`src/rtl/vpu_ctrl.sv`:
```
// Command sequencer for the VPU bias/leaky-ReLU datapath: fetches the bias
// vector, holds mode/leak stable per command and generates UB result writes.
//
// state       | meaning
// ------------+---------------------------------------------------------
// S_IDLE      | waiting for a command, cmd_ready high
// S_BIAS_REQ  | one-cycle UB bias read request
// S_BIAS_WAIT | bias read data on bias_rd_data, captured this cycle
// S_RUN       | counting result rows, one UB write per valid row
// S_DONE      | one-cycle done pulse, then back to idle
module vpu_ctrl #(
   parameter int DATA_W = 16,
   parameter int SIZE   = 8,
   parameter int ADDR_W = 12,
   parameter int CNT_W  = 10
) (
   input  logic                   clk,
   input  logic                   rst,
   input  logic                   cmd_valid,
   output logic                   cmd_ready,
   input  logic [3:0]             cmd_pathway,
   input  logic [CNT_W-1:0]       cmd_num_rows,
   input  logic [ADDR_W-1:0]      cmd_bias_addr,
   input  logic [ADDR_W-1:0]      cmd_out_addr,
   input  logic [DATA_W-1:0]      cmd_leak,
   output logic                   bias_rd_en,
   output logic [ADDR_W-1:0]      bias_rd_addr,
   input  logic [DATA_W*SIZE-1:0] bias_rd_data,
   output logic [3:0]             vpu_data_pathway,
   output logic [DATA_W*SIZE-1:0] bias_scalar_out,
   output logic [DATA_W-1:0]      lr_leak_factor_out,
   input  logic                   dp_valid_out,
   output logic                   ub_wr_en,
   output logic [ADDR_W-1:0]      ub_wr_addr,
   output logic                   busy,
   output logic                   done,
   output logic                   err
);

   typedef enum logic [2:0] {
      S_IDLE, S_BIAS_REQ, S_BIAS_WAIT, S_RUN, S_DONE
   } state_t;

   localparam logic [3:0] PW_LEAKY_ONLY = 4'b0100;

   state_t                  state_q, state_d;
   logic [3:0]              pathway_q, pathway_d;
   logic [CNT_W-1:0]        num_rows_q, num_rows_d;
   logic [CNT_W-1:0]        row_cnt_q, row_cnt_d;
   logic [ADDR_W-1:0]       bias_addr_q, bias_addr_d;
   logic [ADDR_W-1:0]       out_addr_q, out_addr_d;
   logic [DATA_W-1:0]       leak_q, leak_d;
   logic [DATA_W*SIZE-1:0]  bias_q, bias_d;
   logic                    done_q, done_d;
   logic                    err_q, err_d;

   always_ff @(posedge clk or posedge rst) begin
      if (rst) begin
         state_q     <= S_IDLE;
         pathway_q   <= '0;
         num_rows_q  <= '0;
         row_cnt_q   <= '0;
         bias_addr_q <= '0;
         out_addr_q  <= '0;
         leak_q      <= '0;
         bias_q      <= '0;
         done_q      <= 1'b0;
         err_q       <= 1'b0;
      end else begin
         state_q     <= state_d;
         pathway_q   <= pathway_d;
         num_rows_q  <= num_rows_d;
         row_cnt_q   <= row_cnt_d;
         bias_addr_q <= bias_addr_d;
         out_addr_q  <= out_addr_d;
         leak_q      <= leak_d;
         bias_q      <= bias_d;
         done_q      <= done_d;
         err_q       <= err_d;
      end
   end

   always_comb begin
      state_d     = state_q;
      pathway_d   = pathway_q;
      num_rows_d  = num_rows_q;
      row_cnt_d   = row_cnt_q;
      bias_addr_d = bias_addr_q;
      out_addr_d  = out_addr_q;
      leak_d      = leak_q;
      bias_d      = bias_q;
      // a row outside RUN is dropped and flagged until reset
      err_d       = err_q | (dp_valid_out && (state_q != S_RUN));

      case (state_q)
         S_IDLE: begin
            if (cmd_valid) begin
               pathway_d   = cmd_pathway;
               num_rows_d  = cmd_num_rows;
               bias_addr_d = cmd_bias_addr;
               out_addr_d  = cmd_out_addr;
               leak_d      = cmd_leak;
               row_cnt_d   = '0;
               if (cmd_num_rows == '0)
                  state_d = S_DONE;
               else if (cmd_pathway == PW_LEAKY_ONLY)
                  state_d = S_RUN;
               else
                  state_d = S_BIAS_REQ;
            end
         end
         S_BIAS_REQ:  state_d = S_BIAS_WAIT;
         S_BIAS_WAIT: begin
            bias_d  = bias_rd_data;
            state_d = S_RUN;
         end
         S_RUN: begin
            if (dp_valid_out) begin
               row_cnt_d = row_cnt_q + CNT_W'(1);
               if (row_cnt_q == num_rows_q - CNT_W'(1))
                  state_d = S_DONE;
            end
         end
         S_DONE:  state_d = S_IDLE;
         default: state_d = S_IDLE;
      endcase

      done_d = (state_d == S_DONE);
   end

   assign cmd_ready          = (state_q == S_IDLE);
   assign busy               = (state_q != S_IDLE);
   assign bias_rd_en         = (state_q == S_BIAS_REQ);
   assign bias_rd_addr       = bias_addr_q;
   assign ub_wr_en           = (state_q == S_RUN) && dp_valid_out;
   assign ub_wr_addr         = out_addr_q + ADDR_W'(row_cnt_q);
   assign vpu_data_pathway   = pathway_q;
   assign bias_scalar_out    = bias_q;
   assign lr_leak_factor_out = leak_q;
   assign done               = done_q;
   assign err                = err_q;

endmodule

```
`config.mk`:
```
export PLATFORM = sky130hd
export DESIGN_NAME = vpu_ctrl
export DESIGN_NICKNAME = d
export VERILOG_FILES = /design/src/rtl/vpu_ctrl.sv
export SDC_FILE = /design/constraint.sdc
export NUM_CORES = 1
export LEC_CHECK = 0
export ABC_AREA = 1
export CAP_MARGIN = 15
export CORE_AREA = 2 2 153 155
export CTS_CLUSTER_DIAMETER = 80
export DETAILED_ROUTE_END_ITERATION = 10
export DIE_AREA = 0 0 155 157
export PLACE_DENSITY = 0.75
export SLEW_MARGIN = 20
export SYNTH_ARGS = -nofsm -noshare
export SYNTH_HDL_FRONTEND = slang
export SYNTH_SLANG_ARGS = --single-unit
```
`constraint.sdc`:
```
create_clock -name clk -period 13.4 [get_ports clk]
set_input_delay 3.35 -clock clk [delete_from_list [all_inputs] [get_ports clk]]
set_output_delay 3.35 -clock clk [all_outputs]
set_load 0.01 [all_outputs]
```
==> results of run 1 <==
## tightest hold or removal path: cells and delay by family (launching register included)
family	cells	cell delay, ns
simple gates	2	0.10
flops	1	0.35
## sequential cells by signal (all words and copies together), names as in the netlist
register	flops
num_rows_q	10
row_cnt_q	10
done	1
state_q	3
lr_leak_factor_out	16
vpu_data_pathway	4
out_addr_q	12
bias_rd_addr	12
bias_scalar_out	128
err	1
## metal layers
metal / vias up / wire length (um) / part of all wire [%] / track usage [%]
li1: 3196 / - / - / -
met3: 30 / 1680 / 6.6 / 6.25
met2: 254 / 13100 / 51 / 35.9
met1: 3297 / 10200 / 40 / 24.7
met5: - / 0 / 0 / 0
met4: 0 / 566 / 2.2 / 6.31
## layout make-up
cell class                 count  area [sq um]
tap                          285           357
inverter                      45           176
antenna                        1          2.50
timing repair buffer         366          3660
sequential                   197          4930
multi-input combinational    488          3640
clock buffer                  18           439
fill                        1826          9120
clock inverter                14           176
## final timing paths
kind,from,endpoint,slack [ns],cells after the start
max,dp_valid_out,ub_wr_en,5.36,4
min,bias_rd_addr[0],bias_rd_addr[0],0.48,2
max reg2reg,state_q[2],bias_scalar_out[101],10.97,6
min reg2reg,bias_rd_addr[0],bias_rd_addr[0],0.48,2
max in group asynchronous,rst,bias_scalar_out[4],8.36,3
min in group asynchronous,rst,bias_scalar_out[111],3.47,2
## logic make-up after synthesis
logic type,after synthesis
DFF,197
and+or+nand+nor,289
AOI/OAI and AO/OA,45
xor gates and xnor gates,13
adders and majority gates,13
muxes,128
buffers and inverters,71
## per-stage QoR
| step | total power (uW) | setup slack, ns | util (%) | area (sq um) | hold WS, ns |
|---|---|---|---|---|---|
| 5_1_grt | 3540 | 5.28 | 59.5 | 13400 | 0.504 |
| 2_1_floorplan | 2010 | 4.68 | - | 8990 | 0.453 |
| 4_1_cts | 3380 | 5.35 | 59.4 | 13400 | 0.486 |
| 3_3_place_gp | 2800 | 5.37 | 56.7 | 12800 | 0.461 |
| 3_5_place_dp | 2830 | 5.35 | 56.7 | 12800 | 0.464 |
| 6_report | 3340 | 5.36 | 59.5 | 13400 | 0.483 |
## cell usage in the layout (no fill, tap or decap), types with 2 or more instances in the layout
cell / instances
nor3_1: 6
xor2_1: 8
o21ai_0: 22
clkbuf_16: 17
inv_2: 7
inv_1: 37
inv_8: 2
o21ai_1: 2
buf_4: 2
clkdlybuf4s50_1: 363
inv_12: 2
inv_6: 4
clkinv_8: 5
a21oi_1: 15
o21bai_1: 4
nand2_4: 2
nand2_2: 3
dfrtp_1: 197
ha_1: 12
mux2_4: 120
mux2_2: 8
nor4_1: 4
xnor2_1: 5
nand4_1: 5
nor2_1: 29
nand3_1: 23
nand2_1: 208
## power breakdown
group / switching, uW / total [uW] / internal, uW
Combinational: 698 / 1740 / 1040
Clock: 262 / 522 / 260
Sequential: 199 / 1090 / 888
Total: 1160 / 3340 / 2190
==> reports/qor.yml, run 1 <==
clock_tree:
  cts_tree: "built"
  clockBufferDepth: 2
  cts-buffers-inserted: 17
  cts_hold_buf: 0
  cts_sinks: 197
  htreeDepth: 4
  cts_resized: 0
  clkTransAtPathRegs_ns: 0.08
  post-cts-setup-buffers: 0
  insertion_delay_ns: 0.42
  root_buffer: "clkbuf_16"
floorplan:
  fp-row-count: 55
  dieArea_sq_um: 24300
  core_area_sq_um: 22500
  die_x_um: 155
  pin_count: 364
  start_util_pct: 39.9
  die_h_um: 157
yosys:
  synthSimpleGateAreaFrac_pct: 13.5
  syn_area_sq_um: 8990
  synth.net_count: 955
  netlist.area_leader.share_pct: 54.8
  synthMuxAreaShare_pct: 21.0
  synthAdderAreaFrac_pct: 1.89
  synth_top_family_by_area: "multiplexers"
  yosysTopAreaCell: "dfrtp_1"
  avgSynthCellArea_sq_um: 11.9
  async_reset_ff_share_pct: 100
  ys_top_cells_by_area: "dfrtp_1 (55%), mux2_4 (20%), nand2_1 (8.7%)"
  ys_warn_count: 0
  synth_edf_count: 0
  synth_compound_area_share_pct: 2.69
  synth_xor_area_share_pct: 1.27
  synth_commonest_cells: "nand2_1 (208), dfrtp_1 (197), mux2_4 (120)"
  synth_cells: 756
  synth_ff_type: "dfrtp_1"
  yosysSeqAreaShare_pct: 54.8
  synth_cell_type_count: 36
  synth.most_common_cell: "nand2_1"
  synth_seq_cells: 197
timing:
  finalSetupTns_ns: 0
  max_slew_margin_pct: 36.1
  post-route-min-period_ns: 8.04
  skew_ns: 0.0114
  hold_viol_final: 0
  post-route-period-util_pct: 60.0
  rsz0062_at_grt: "false"
  fmax_ghz: 0.124
  tightestPinTransition_ns: 0.958
  setup_viol: 0
  final_max_slew_viol_count: 0
route:
  firstDrtPassIters: 7
  drc: 0
  postRouteAntennaNets: 0
  wirelength_mm: 25.5
  drt_iter0_markers: 287
  num_vias: 6777
  vias_per_cell: 4.79
  post_drt_wl_per_cell_um: 18.1
cells_and_area:
  syn_to_final_growth_pct: 48.9
  drive_gt1_share_pct: 16.1
  layout.cells.non_filler: 1414
  fin_nets: 1314
setup_path:
  crit_family: "buffers and inverters"
  worstPathRequired_ns: 10.05
  cp-end-kind: "primary output"
  crit_path_start_kind: "primary input"
  cp_common_cell: "clkdlybuf4s50_1"
  slowest_delay_ns: 0.56
  slowest_stage: "clkdlybuf4s50_1"
  critPathKind: "in2out"
  worst-path-max-fanout: 5
  worstPathCellList: "clkdlybuf4s50_1 > nand2_2 > inv_1 > clkdlybuf4s50_1"
  arrival_ns: 4.69
  critPathBufInv: 3
placement:
  place_inst: 1381
  port_buffers: 363
  dpl.hpwl_mm: 19.1
  routabilityCongestion: 0.859
global_routing:
  grtUsageTotal_pct: 20.7
  grt_pass1_wl_mm: 38.9
  antenna_found_initial: 0
  grt_pass1_vias: 7092
  grt-ovfl-total: 0
  grt_max_degree: 133
pwr:
  ir_worst_vdd_mv: 0.134
  p_per_area_nw_per_um2: 250
  p_leak_uw: 0.00637
worst_hold_path:
  hp-class: "reg2reg"
flow_run:
  cap_violations: 0
outcome:
  run_status: "finished, final reports clean"
Note: power is estimated with default switching activity, not from simulation.
==> run 2: changes to the inputs <==
Clock period 13.4 ns to 7.6 ns, I/O delays scaled along.
==> reports/qor.yml, run 2 (synthesis results as in run 1) <==
timing:
  post-route-period-util_pct: 67.8
  post-route-min-period_ns: 5.15
  final_max_slew_viol_count: 0
  finalSetupTns_ns: 0
  max_slew_margin_pct: 33.7
  setup_viol: 0
  skew_ns: 0.0117
  rsz0062_at_grt: "false"
  tightestPinTransition_ns: 0.995
  fmax_ghz: 0.194
  hold_viol_final: 0
setup_path:
  crit_path_start_kind: "primary input"
  r2r.worst_path.cells: 6
  r2r_slack_ns: 4.97
  worst-path-max-fanout: 5
  cp_common_cell: "clkdlybuf4s50_1"
  slowest_delay_ns: 0.57
  worstPathRequired_ns: 5.70
  arrival_ns: 3.25
  slowest_stage: "clkdlybuf4s50_1"
  cp-end-kind: "primary output"
  worstPathCellList: "clkdlybuf4s50_1 > nand2_2 > inv_1 > clkdlybuf4s50_1"
  r2r-start: "state_q[2]"
  critPathKind: "in2out"
  r2r-end: "bias_scalar_out[84]"
global_routing:
  grtUsageTotal_pct: 21.0
  antenna_found_initial: 1
  grt_max_degree: 141
  grt_pass1_vias: 7050
  grt_pass1_wl_mm: 39.6
  grt-ovfl-total: 0
clock_tree:
  post-cts-setup-buffers: 0
  root_buffer: "clkbuf_16"
  cts_tree: "built"
  cts-buffers-inserted: 17
  cts_sinks: 197
  clkTransAtPathRegs_ns: 0.08
  htreeDepth: 4
  cts_hold_buf: 0
  insertion_delay_ns: 0.43
  clockBufferDepth: 2
  cts_resized: 0
route:
  num_vias: 6727
  post_drt_wl_per_cell_um: 18.2
  wirelength_mm: 25.8
  postRouteAntennaNets: 0
  vias_per_cell: 4.76
  drt_iter0_markers: 300
  drc: 0
  firstDrtPassIters: 4
placement:
  dpl.hpwl_mm: 19.2
  port_buffers: 363
  routabilityCongestion: 0.897
  place_area_sq_um: 12800
floorplan:
  dieArea_sq_um: 24300
  die_x_um: 155
  start_util_pct: 39.9
  fp-row-count: 55
  core_area_sq_um: 22500
  pin_count: 364
  die_h_um: 157
worst_hold_path:
  hp-start: "lr_leak_factor_out[7]"
  hp-class: "reg2reg"
  holdPathStages: 2
  min_to: "lr_leak_factor_out[7]"
outcome:
  run_status: "finished, final reports clean"
cells_and_area:
  design_area_sq_um: 13400
  final_common_cell: "clkdlybuf4s50_1"
  largest_reg_flops: 128
  drive_gt1_share_pct: 16.1
  n_fill_cell: 1821
  syn_to_final_growth_pct: 48.7
  multi_input_area_sq_um: 3640
  final_cell_mix: "clkdlybuf4s50_1 (363), nand2_1 (208), dfrtp_1 (197)"
  regArea_sq_um: 4930
  final_core_util_pct: 59.4
  fin_nets: 1314
pwr:
  p_per_area_nw_per_um2: 441
  ir_worst_vdd_mv: 0.246
  p_leak_uw: 0.00637
flow_run:
  cap_violations: 0
[run 2: final cells by class]
class	count	area share [%]
Antenna cell	1	0.0187
Clock buffer	17	3.18
Clock inverter	15	1.31
Inverter	45	1.32
Multi-Input combinational cell	488	27.3
Sequential cell	197	36.9
Tap cell	285	2.67
Timing Repair Buffer	366	27.4
[run 2: worst max path at each step]
stage | endpoint | startpoint | cells after the start | slack, ns
global route | ub_wr_en | dp_valid_out | 4 | 2.39
detailed placement | ub_wr_en | dp_valid_out | 4 | 2.47
CTS | ub_wr_en | dp_valid_out | 4 | 2.46
finish | ub_wr_en | dp_valid_out | 4 | 2.45
floorplan | bias_rd_addr[0] | rst | 1 | 0.33
global placement | ub_wr_en | dp_valid_out | 4 | 2.46
[run 2: metrics by stage]
step / hold slack (ns) / total power (uW) / setup WS, ns / cells
final: 0.479 / 5890 / 2.45 / 1414
after global routing: 0.503 / 6240 / 2.39 / 1414
after CTS: 0.486 / 5940 / 2.46 / 1413
after detailed placement: 0.466 / 4990 / 2.47 / 1381
after global placement: 0.462 / 4930 / 2.46 / 1381
after floorplan: 0.453 / 3540 / 0.331 / 756
[run 2: worst max-delay path, delay by kind of cell]
family	cells	cell delay (ns)
buf+inv	3	1.24
simple gates	1	0.12
[run 2: where the power goes]
part	switching (uW)	internal (uW)	leakage [uW]
Combinational	1230	1830	0.00373
Sequential	349	1560	0.00234
Clock	467	448	0.000293
Total	2050	3850	0.00637
[run 2: per-layer routing]
layer  wire length (um)  global-route usage [%]  part of all wire [%]
met1              10500                    25.5                    41
met2              13100                    36.6                    51
met3               1730                    6.11                   6.7
met4                449                    5.42                   1.7
met5                  0                       0                     0
